[config.mk]
export PLATFORM = sky130hd
export DESIGN_NAME = fa_serial_add_ctrl
export DESIGN_NICKNAME = d
export VERILOG_FILES = /design/src/rtl/fa_serial_add_ctrl.sv
export SDC_FILE = /design/constraint.sdc
export NUM_CORES = 1
export LEC_CHECK = 0
export CORE_AREA = 5 5 68 70
export CTS_CLUSTER_DIAMETER = 50
export DETAILED_ROUTE_END_ITERATION = 7
export DIE_AREA = 0 0 73 75
export GPL_TIMING_DRIVEN = 1
export PLACE_DENSITY = 0.73
export SLEW_MARGIN = 20
export SYNTH_ARGS = -nofsm -noshare
export SYNTH_HDL_FRONTEND = slang
export SYNTH_SLANG_ARGS = --single-unit
[constraint.sdc]
create_clock -name clk -period 2.1 [get_ports clk]
set_input_delay 0.42 -clock clk [delete_from_list [all_inputs] [get_ports clk]]
set_output_delay 0.42 -clock clk [all_outputs]
set_load 0.02 [all_outputs]
[src/rtl/fa_serial_add_ctrl.sv]
// ---------------------------------------------------------------------------
// fa_serial_add_ctrl
//
// Purpose:
//   Adds two WIDTH-bit operands bit-serially, LSB first, one bit per clock.
//   All bits go through a single 1-bit full-adder cell (fa_nand).
//   A requester raises start; the block answers with a one-cycle done pulse
//   and a registered {cout, sum}.
//   An operation occupies the block for WIDTH+2 cycles: WIDTH RUN cycles,
//   one DONE cycle and one IDLE cycle.
//
// Ports:
//   clk    in   1      rising-edge clock
//   rst    in   1      synchronous reset, active-high; overrides everything
//   start  in   1      request, sampled only while IDLE
//   a      in   WIDTH  operand A, captured on the accepting edge
//   b      in   WIDTH  operand B, captured on the accepting edge
//   cin    in   1      carry-in, captured on the accepting edge
//   busy   out  1      high whenever the sequencer is not IDLE
//   done   out  1      one-cycle pulse: sum/cout hold a fresh result
//   sum    out  WIDTH  registered result, held until the next result
//   cout   out  1      registered carry-out, held with sum
//
// Also contains fa_nand, the 1-bit full adder built from 2-input NANDs.
// ---------------------------------------------------------------------------

// ---------------------------------------------------------------------------
// fa_nand: 1-bit full adder from nine 2-input NAND gates.
//   a, b, ci in  -> s = a ^ b ^ ci, co = majority(a, b, ci)
// ---------------------------------------------------------------------------
module fa_nand (
    input  logic a,
    input  logic b,
    input  logic ci,
    output logic s,
    output logic co
);
    logic n1, n2, n3, x1, n4, n5, n6;

    assign n1 = ~(a & b);
    assign n2 = ~(a & n1);
    assign n3 = ~(b & n1);
    assign x1 = ~(n2 & n3);      // a ^ b
    assign n4 = ~(x1 & ci);
    assign n5 = ~(x1 & n4);
    assign n6 = ~(ci & n4);
    assign s  = ~(n5 & n6);      // a ^ b ^ ci
    assign co = ~(n4 & n1);      // (a & b) | (ci & (a ^ b))
endmodule

module fa_serial_add_ctrl #(
    parameter int WIDTH = 8
) (
    input  logic             clk,
    input  logic             rst,
    input  logic             start,
    input  logic [WIDTH-1:0] a,
    input  logic [WIDTH-1:0] b,
    input  logic             cin,
    output logic             busy,
    output logic             done,
    output logic [WIDTH-1:0] sum,
    output logic             cout
);
    localparam int CNT_W = $clog2(WIDTH);
    localparam logic [CNT_W-1:0] CNT_LAST = CNT_W'(WIDTH - 1);

    localparam logic [1:0] ST_IDLE = 2'd0;
    localparam logic [1:0] ST_RUN  = 2'd1;
    localparam logic [1:0] ST_DONE = 2'd2;

    logic [1:0]       state_q,  state_d;
    logic [WIDTH-1:0] a_sh_q,   a_sh_d;
    logic [WIDTH-1:0] b_sh_q,   b_sh_d;
    // Holds the result bits produced so far. Only WIDTH-1 bits are needed:
    // the last bit goes straight from the cell into sum.
    logic [WIDTH-2:0] res_sh_q, res_sh_d;
    logic             carry_q,  carry_d;
    logic [CNT_W-1:0] cnt_q,    cnt_d;
    logic [WIDTH-1:0] sum_q,    sum_d;
    logic             cout_q,   cout_d;

    logic             fa_a, fa_b, fa_ci;
    logic             fa_s, fa_co;
    logic [WIDTH-1:0] res_next;

    // Cell inputs are forced to 0 outside RUN so that stale shift-register
    // contents never toggle the adder.
    assign fa_a  = (state_q == ST_RUN) ? a_sh_q[0] : 1'b0;
    assign fa_b  = (state_q == ST_RUN) ? b_sh_q[0] : 1'b0;
    assign fa_ci = (state_q == ST_RUN) ? carry_q   : 1'b0;

    fa_nand u_fa (
        .a  (fa_a),
        .b  (fa_b),
        .ci (fa_ci),
        .s  (fa_s),
        .co (fa_co)
    );

    // New bit enters at the top; after WIDTH shifts bit 0 is the LSB.
    assign res_next = {fa_s, res_sh_q};

    always_comb begin
        state_d  = state_q;
        a_sh_d   = a_sh_q;
        b_sh_d   = b_sh_q;
        res_sh_d = res_sh_q;
        carry_d  = carry_q;
        cnt_d    = cnt_q;
        sum_d    = sum_q;
        cout_d   = cout_q;

        case (state_q)
            ST_IDLE: begin
                if (start) begin
                    a_sh_d  = a;
                    b_sh_d  = b;
                    carry_d = cin;
                    cnt_d   = '0;
                    state_d = ST_RUN;
                end
            end
            ST_RUN: begin
                res_sh_d = res_next[WIDTH-1:1];
                a_sh_d   = a_sh_q >> 1;
                b_sh_d   = b_sh_q >> 1;
                carry_d  = fa_co;
                if (cnt_q == CNT_LAST) begin
                    // Counter stays at its last value instead of wrapping.
                    state_d = ST_DONE;
                    sum_d   = res_next;
                    cout_d  = fa_co;
                end else begin
                    cnt_d = cnt_q + CNT_W'(1);
                end
            end
            ST_DONE: begin
                state_d = ST_IDLE;
            end
            default: begin
                state_d = ST_IDLE;
            end
        endcase
    end

    always_ff @(posedge clk) begin
        if (rst) begin
            state_q  <= ST_IDLE;
            a_sh_q   <= '0;
            b_sh_q   <= '0;
            res_sh_q <= '0;
            carry_q  <= 1'b0;
            cnt_q    <= '0;
            sum_q    <= '0;
            cout_q   <= 1'b0;
        end else begin
            state_q  <= state_d;
            a_sh_q   <= a_sh_d;
            b_sh_q   <= b_sh_d;
            res_sh_q <= res_sh_d;
            carry_q  <= carry_d;
            cnt_q    <= cnt_d;
            sum_q    <= sum_d;
            cout_q   <= cout_d;
        end
    end

    assign busy = (state_q != ST_IDLE);
    assign done = (state_q == ST_DONE);
    assign sum  = sum_q;
    assign cout = cout_q;
endmodule
* Yosys cells after proc, flatten, opt, wreduce, memory -nomap -nowiden *
Index checks and enable logic that the tools add are counted.

word-level totals
  bits in registers = 38
  input port bits = 20
  output and inout bits = 11
  logic and storage cells = 55

cells by class
  add/sub/neg operators = 1
  equal/unequal tests = 6
  muxes and demuxes = 15
  bitwise operators = 18
  reduce and logical (&&, ||, !) cells = 7

operator list
  kind                 number
  $pmux 8 s2           2
  $mux 8               2
  $and 1x1->1          9
  $not 1->1            9
  $mux 3               2
  $pmux 3 s2           1
  $reduce_and 2->1     3
  $mux 1               4
  $mux 2               2
  $ne 2x2->1 const B   2
  $pmux 2 s2           1
  $reduce_bool 2->1    2
  $add 3x1->3 const B  1
  $eq 3x3->1 const B   1
  $reduce_and 3->1     1
  $eq 2x1->1 const B   1
  $eq 2x2->1 const B   1
  $logic_not 2->1      1
  $ne 2x1->1 const B   1
  $pmux 1 s2           1

* Longest topological paths before layout *
  word-level depth = 14
  mapped depth = 8
  depth with buffers taken out = 5

* Hierarchy *
Synthesis repeated with hierarchy kept, for this count alone.

second synthesis, totals
  cells, all modules = 177
  area, all modules = 1679.1 um^2

by module, submodules not included
  module              instances  cells each  area an instance (um^2)  sequential area each (um^2)
  fa_serial_add_ctrl  1          176         1659.1                   760.7
  fa_nand             1          1           20.0                     0.0

* Worst setup path after synthesis *
OpenSTA, ideal clock, no wires.

  path kind = reg-to-reg
  start = register state_q[0]
  end = register carry_q
  arrival = 1.679 ns
  setup slack = 0.298 ns
  cell stages (with the launch flop) = 9
  period minus slack after synthesis = 1.802 ns
  path through = dfxtp_1 -> buf_4 -> nor2b_1 -> buf_4 -> buf_4 -> and2_1 -> fa_1 -> mux2i_1 -> a211oi_2

between the ends
  word-level cells in the longest chain between the ends = 13
  elaborated cells on any way between the ends = 21
  those cells by class = 2 x eq/ne; 4 x mux; 12 x bitwise; 3 x reduce/logical

ends and longest elaborated chain
  what                                   line        RTL
  start: declaration                     72          logic [1:0] state_q, state_d;
  start signal: assignment               158         state_q <= state_d;
  $eq 2x1->1 (*)                         89, 90, 91
  $mux 1, on equally long branches       89, 90
  $and 1x1->1                            40          assign n1 = ~(a & b);
  $not 1->1                              40
  $and 1x1->1, on equally long branches  41, 42
  $not 1->1, on equally long branches    41, 42
  $and 1x1->1                            43          assign x1 = ~(n2 & n3);
  $not 1->1                              43
  $and 1x1->1                            44          assign n4 = ~(x1 & ci);
  $not 1->1                              44
  $and 1x1->1 (*)                        48          assign co = ~(n4 & n1);
  $not 1->1 (*)                          48
  named net fa_co                        84          logic fa_s, fa_co;
  $pmux 1 s2 (*)                         114         case (state_q)
  end signal: assignment                 162         carry_q <= carry_d;
  end: declaration                       78          logic carry_q, carry_d;

The timed path passes the listed nets; every way through them passes the cells marked *.
A chain may end at the register's enable or synchronous reset.

* Worst setup path after layout *
  start = register state_q[1]
  end = output busy

between the ends
  word-level cells in the longest chain between the ends = 1

ends and longest elaborated chain
  what               line  RTL
  $reduce_bool 2->1  169   assign busy = (state_q != ST_IDLE);
  end: declaration   60    output logic busy,

Every way passes these cells.

==> summary.md <==
The die outline area was 0.00548 sq mm. The clock insertion delay at the later pin of the skew report is 0.29 ns. For this design the static power due to leakage is 0.771 nW. The clock arrives with 0.00346 ns of skew. For this configuration, the core starts out at a cell density of 42.9%. Category of the worst setup path capture point: an output port.

For the number of distinct library cell variants in the gate-level netlist after synthesis, the log shows 25. The most critical setup path has its startpoint at state_q[1]$_SDFFE_PP0P_. The tree is rooted in a clkbuf_8. For this run, the number of standard cells in the final layout without fillers is 260. Source of the worst hold timing path: sum[3]$_SDFFE_PP0P_. The instance count after placement with tap cells included came out at 252. In this run the cell area of the synthesized design comes to 0.00168 sq mm. The repair_antennas step left the layout with diodes totalling 0. Clock tree synthesis found a total of 38 sinks. For the pin with the worst max-slew slack, the measured transition is 0.448 ns. The number of antenna violations at the first check in global routing is 0. The length of the first detailed-routing pass in iterations is 4. Setup violations remaining at the end of the flow were counted as 0. Tightest slew margin relative to the limit: 70.1%. For this design, the CTS-stage hold fixing added 0 buffers. Number of warnings printed during yosys synthesis: 0. Counting the buffers created by CTS gives 5. Cell type of the slowest stage on the worst timing path: clkdlybuf4s50_1. The clock edge transition at the registers on the reported setup and hold paths is 0.07 ns. The final count of pins violating max slew is 0. Summing all multi-input logic gate instances after layout gives 830 sq um.

The wire length of the first global-routing pass is 5270 microns. Once detail routing completed, the nets flagged for antenna violations numbered 0. Total power consumption of the routed design: 1.49 mW. The count of nets after finishing came out at 232. The logs give 0 for the number of setup buffers added after CTS and 45.3% for the sequential cell area fraction in the yosys report.

The run gives 0.417 mV as the worst IR drop on VDD. The run gives 200 as the synthesized netlist net count. The synthesis-stage register bit count came out at 38. In the synthesized netlist, the number of instances is 177. Averaged over all synthesized cells, the footprint is 9.49 sq um. In this run the worst path has a maximum fanout of 9. The wire-length estimate of the detail-placed layout is 2250 microns. The worst path meets setup with 0.159 ns of slack. Dividing the detail-routed via count by the number of cells gives 4.92.

Summed over all layers, the global routing overflow is 0. The die extent in y is 75 microns. The final critical-path required period was 1.94 ns; the count of buffers inserted at the top-level ports was 30.

The number of inserted filler cells in the final layout is 388, and the floorplan row count is 23. Maximum single-stage delay on the critical path: 0.59 ns. Timing analysis after detailed placement gives a worst setup slack of 0.394 ns. The final RePlAce weighted congestion is 0.699, and the top-level port count is 31. The overall track demand over capacity in global routing was 12.7%.

For the final routed database, the setup TNS stands at 0 ns. Derived from the worst setup path, the maximum achievable clock frequency is 0.515 GHz. Core box area: 0.00391 sq mm.

The min-delay analysis places its worst path in the category reg2reg. The flow ran to the end, and the final reports show no timing, DRC or antenna violations. The clock tree synthesis step divided the H-tree into 2 levels. In this run, post-CTS repair resized a total of 0 instances. The width of the chip came out at 73 microns. After detailed routing, the average wire length per cell comes to 11.8 microns.

The tools report the type of element launching the critical path as a register. Of the cells placed in the final design, the portion with a size suffix greater than 1 is 15.7%. In the final layout, flip-flops and latches occupy 761 sq um. Data on the critical path arrives at its endpoint at 1.52 ns.

Dividing total power by cell area gives a power density of 703 mW/mm^2. The worst setup path is of the reg2out kind. The worst hold slack after final layout was 0.453 ns; the max-cap check violation count was 0.

The final layout contains routed wiring with a total length of 3070 microns. The final route contains 1280 vias. The number of buffers between clock root and the deepest sink came out at 2. Walking the worst path, the cells encountered are nor2_1 > inv_1 > clkdlybuf4s50_1.

Setup repair after global routing left no endpoint under its margin. Data on the critical path is required at its endpoint by 1.68 ns. The family with the most delay on the worst path was buffers and inverters. Entering global routing, the biggest net connects 31 pins. The logs give 1257 for the number of global-route vias before repair and 0 for the final number of hold-violating endpoints.

Of the available clock period, the critical path in the final layout requires 92.4%. TritonCTS built the clock tree. The critical path contains buffers and inverters numbering 2 combined. Startpoint of the worst-slack reg-to-reg timing path: state_q[0]$_SDFFE_PP0P_. In this run, the number of DRC markers left after iteration 0 of detailed routing was 57.

After detailed routing, the number of remaining DRC violations is 0. Area overhead of the layout relative to synthesis: 26.5%.
path summary, 6_finish.rpt:
| check | endpoint | slack [ns] | cells past startpoint |
|---|---|---|---|
| worst min-delay path | sum[3]$_SDFFE_PP0P_ | 0.45 | 2 |
| worst max register to register | sum[7]$_SDFFE_PP0P_ | 0.43 | 5 |
| worst max-delay path | busy | 0.16 | 3 |
| worst min register to register | sum[3]$_SDFFE_PP0P_ | 0.45 | 2 |
Yosys cell counts (all sizes together):
cell type | count | area share, %
nor4b | 1 | 0.89
nand2 | 26 | 5.8
a32oi | 2 | 1.0
ha | 2 | 1.5
and2 | 3 | 1.1
fa | 1 | 1.2
a211oi | 15 | 11
o21ai | 2 | 0.60
o21ba | 1 | 0.60
nor2 | 19 | 4.2
inv | 2 | 0.45
dfxtp | 38 | 45
o31ai | 1 | 0.45
nand3b | 1 | 0.67
nor2b | 3 | 1.1
o21bai | 1 | 0.45
clkbuf | 1 | 0.22
nand3 | 9 | 2.7
buf | 12 | 4.6
mux2i | 15 | 8.9
nand2b | 5 | 1.9
a21oi | 17 | 5.1
cells in the final DEF (no fill, tap or decap):
| master | n |
|---|---|
| clkbuf_1 | 1 |
| a211oi_2 | 15 |
| clkbuf_8 | 6 |
| buf_4 | 7 |
| clkdlybuf4s50_1 | 30 |
| nand2b_1 | 5 |
| mux2i_1 | 15 |
| o21ai_0 | 2 |
| clkinv_2 | 1 |
| fa_1 | 1 |
| nor2b_1 | 3 |
| inv_1 | 2 |
| and2_1 | 3 |
| o21bai_1 | 1 |
| nand3b_2 | 1 |
| nor2_1 | 19 |
| ha_1 | 2 |
| dfxtp_1 | 38 |
| nor4b_2 | 1 |
| o21ba_2 | 1 |
| nand3_1 | 9 |
| a21oi_1 | 17 |
| buf_12 | 1 |
| nand2_1 | 26 |
| a32oi_1 | 2 |
| o31ai_1 | 1 |
cells by family after synthesis:
| family | Yosys count | share of synthesized area [%] |
|---|---|---|
| AND/OR/NAND/NOR | 67 | 18.4 |
| adder cells (fa/ha/maj) | 3 | 2.68 |
| multiplexers | 15 | 8.94 |
| buffers and inverters | 15 | 5.29 |
| AO/OA/AOI/OAI | 39 | 19.4 |
| flip-flops | 38 | 45.3 |
sequential cells by signal (all words and copies together), names as in the netlist:
name and count:
cout 1, state_q 2, cnt_q 3, sum 8, b_sh_q 8, carry_q 1
res_sh_q 7, a_sh_q 8
worst min-delay path, cell delays in order (launching register included):
cell	delay (ns)
dfxtp_1	0.31
nand2_1	0.05
a21oi_1	0.05
metal layers:
metal / vias up / track usage [%] / part of all wire, %
li1: 672 / - / -
met1: 575 / 14.4 / 45
met2: 28 / 21.1 / 47
met3: 5 / 4.94 / 6.1
met4: 0 / 6.15 / 1.7
met5: - / 0 / 0
through the flow:
step | area (sq um) | utilization (%)
finish | 2120 | 54.3
global route | 2120 | 54.3
floorplan | 1680 | -
global placement | 2030 | 52.0
detailed placement | 2030 | 52.0
CTS | 2120 | 54.3
where the power goes:
| group | internal, mW | switching (mW) | total, mW |
|---|---|---|---|
| combinational | 0.110 | 0.105 | 0.215 |
| sequential | 0.755 | 0.0201 | 0.775 |
| clock | 0.264 | 0.239 | 0.504 |
layout make-up:
type	instances	area share, %
clock buffer	7	4.06
clock inverter	1	0.236
inverter	2	0.353
multi-input combinational	124	39.0
sequential	38	35.8
tap	50	2.94
timing repair buffer	38	17.6
(Power assumes the default switching activity.)
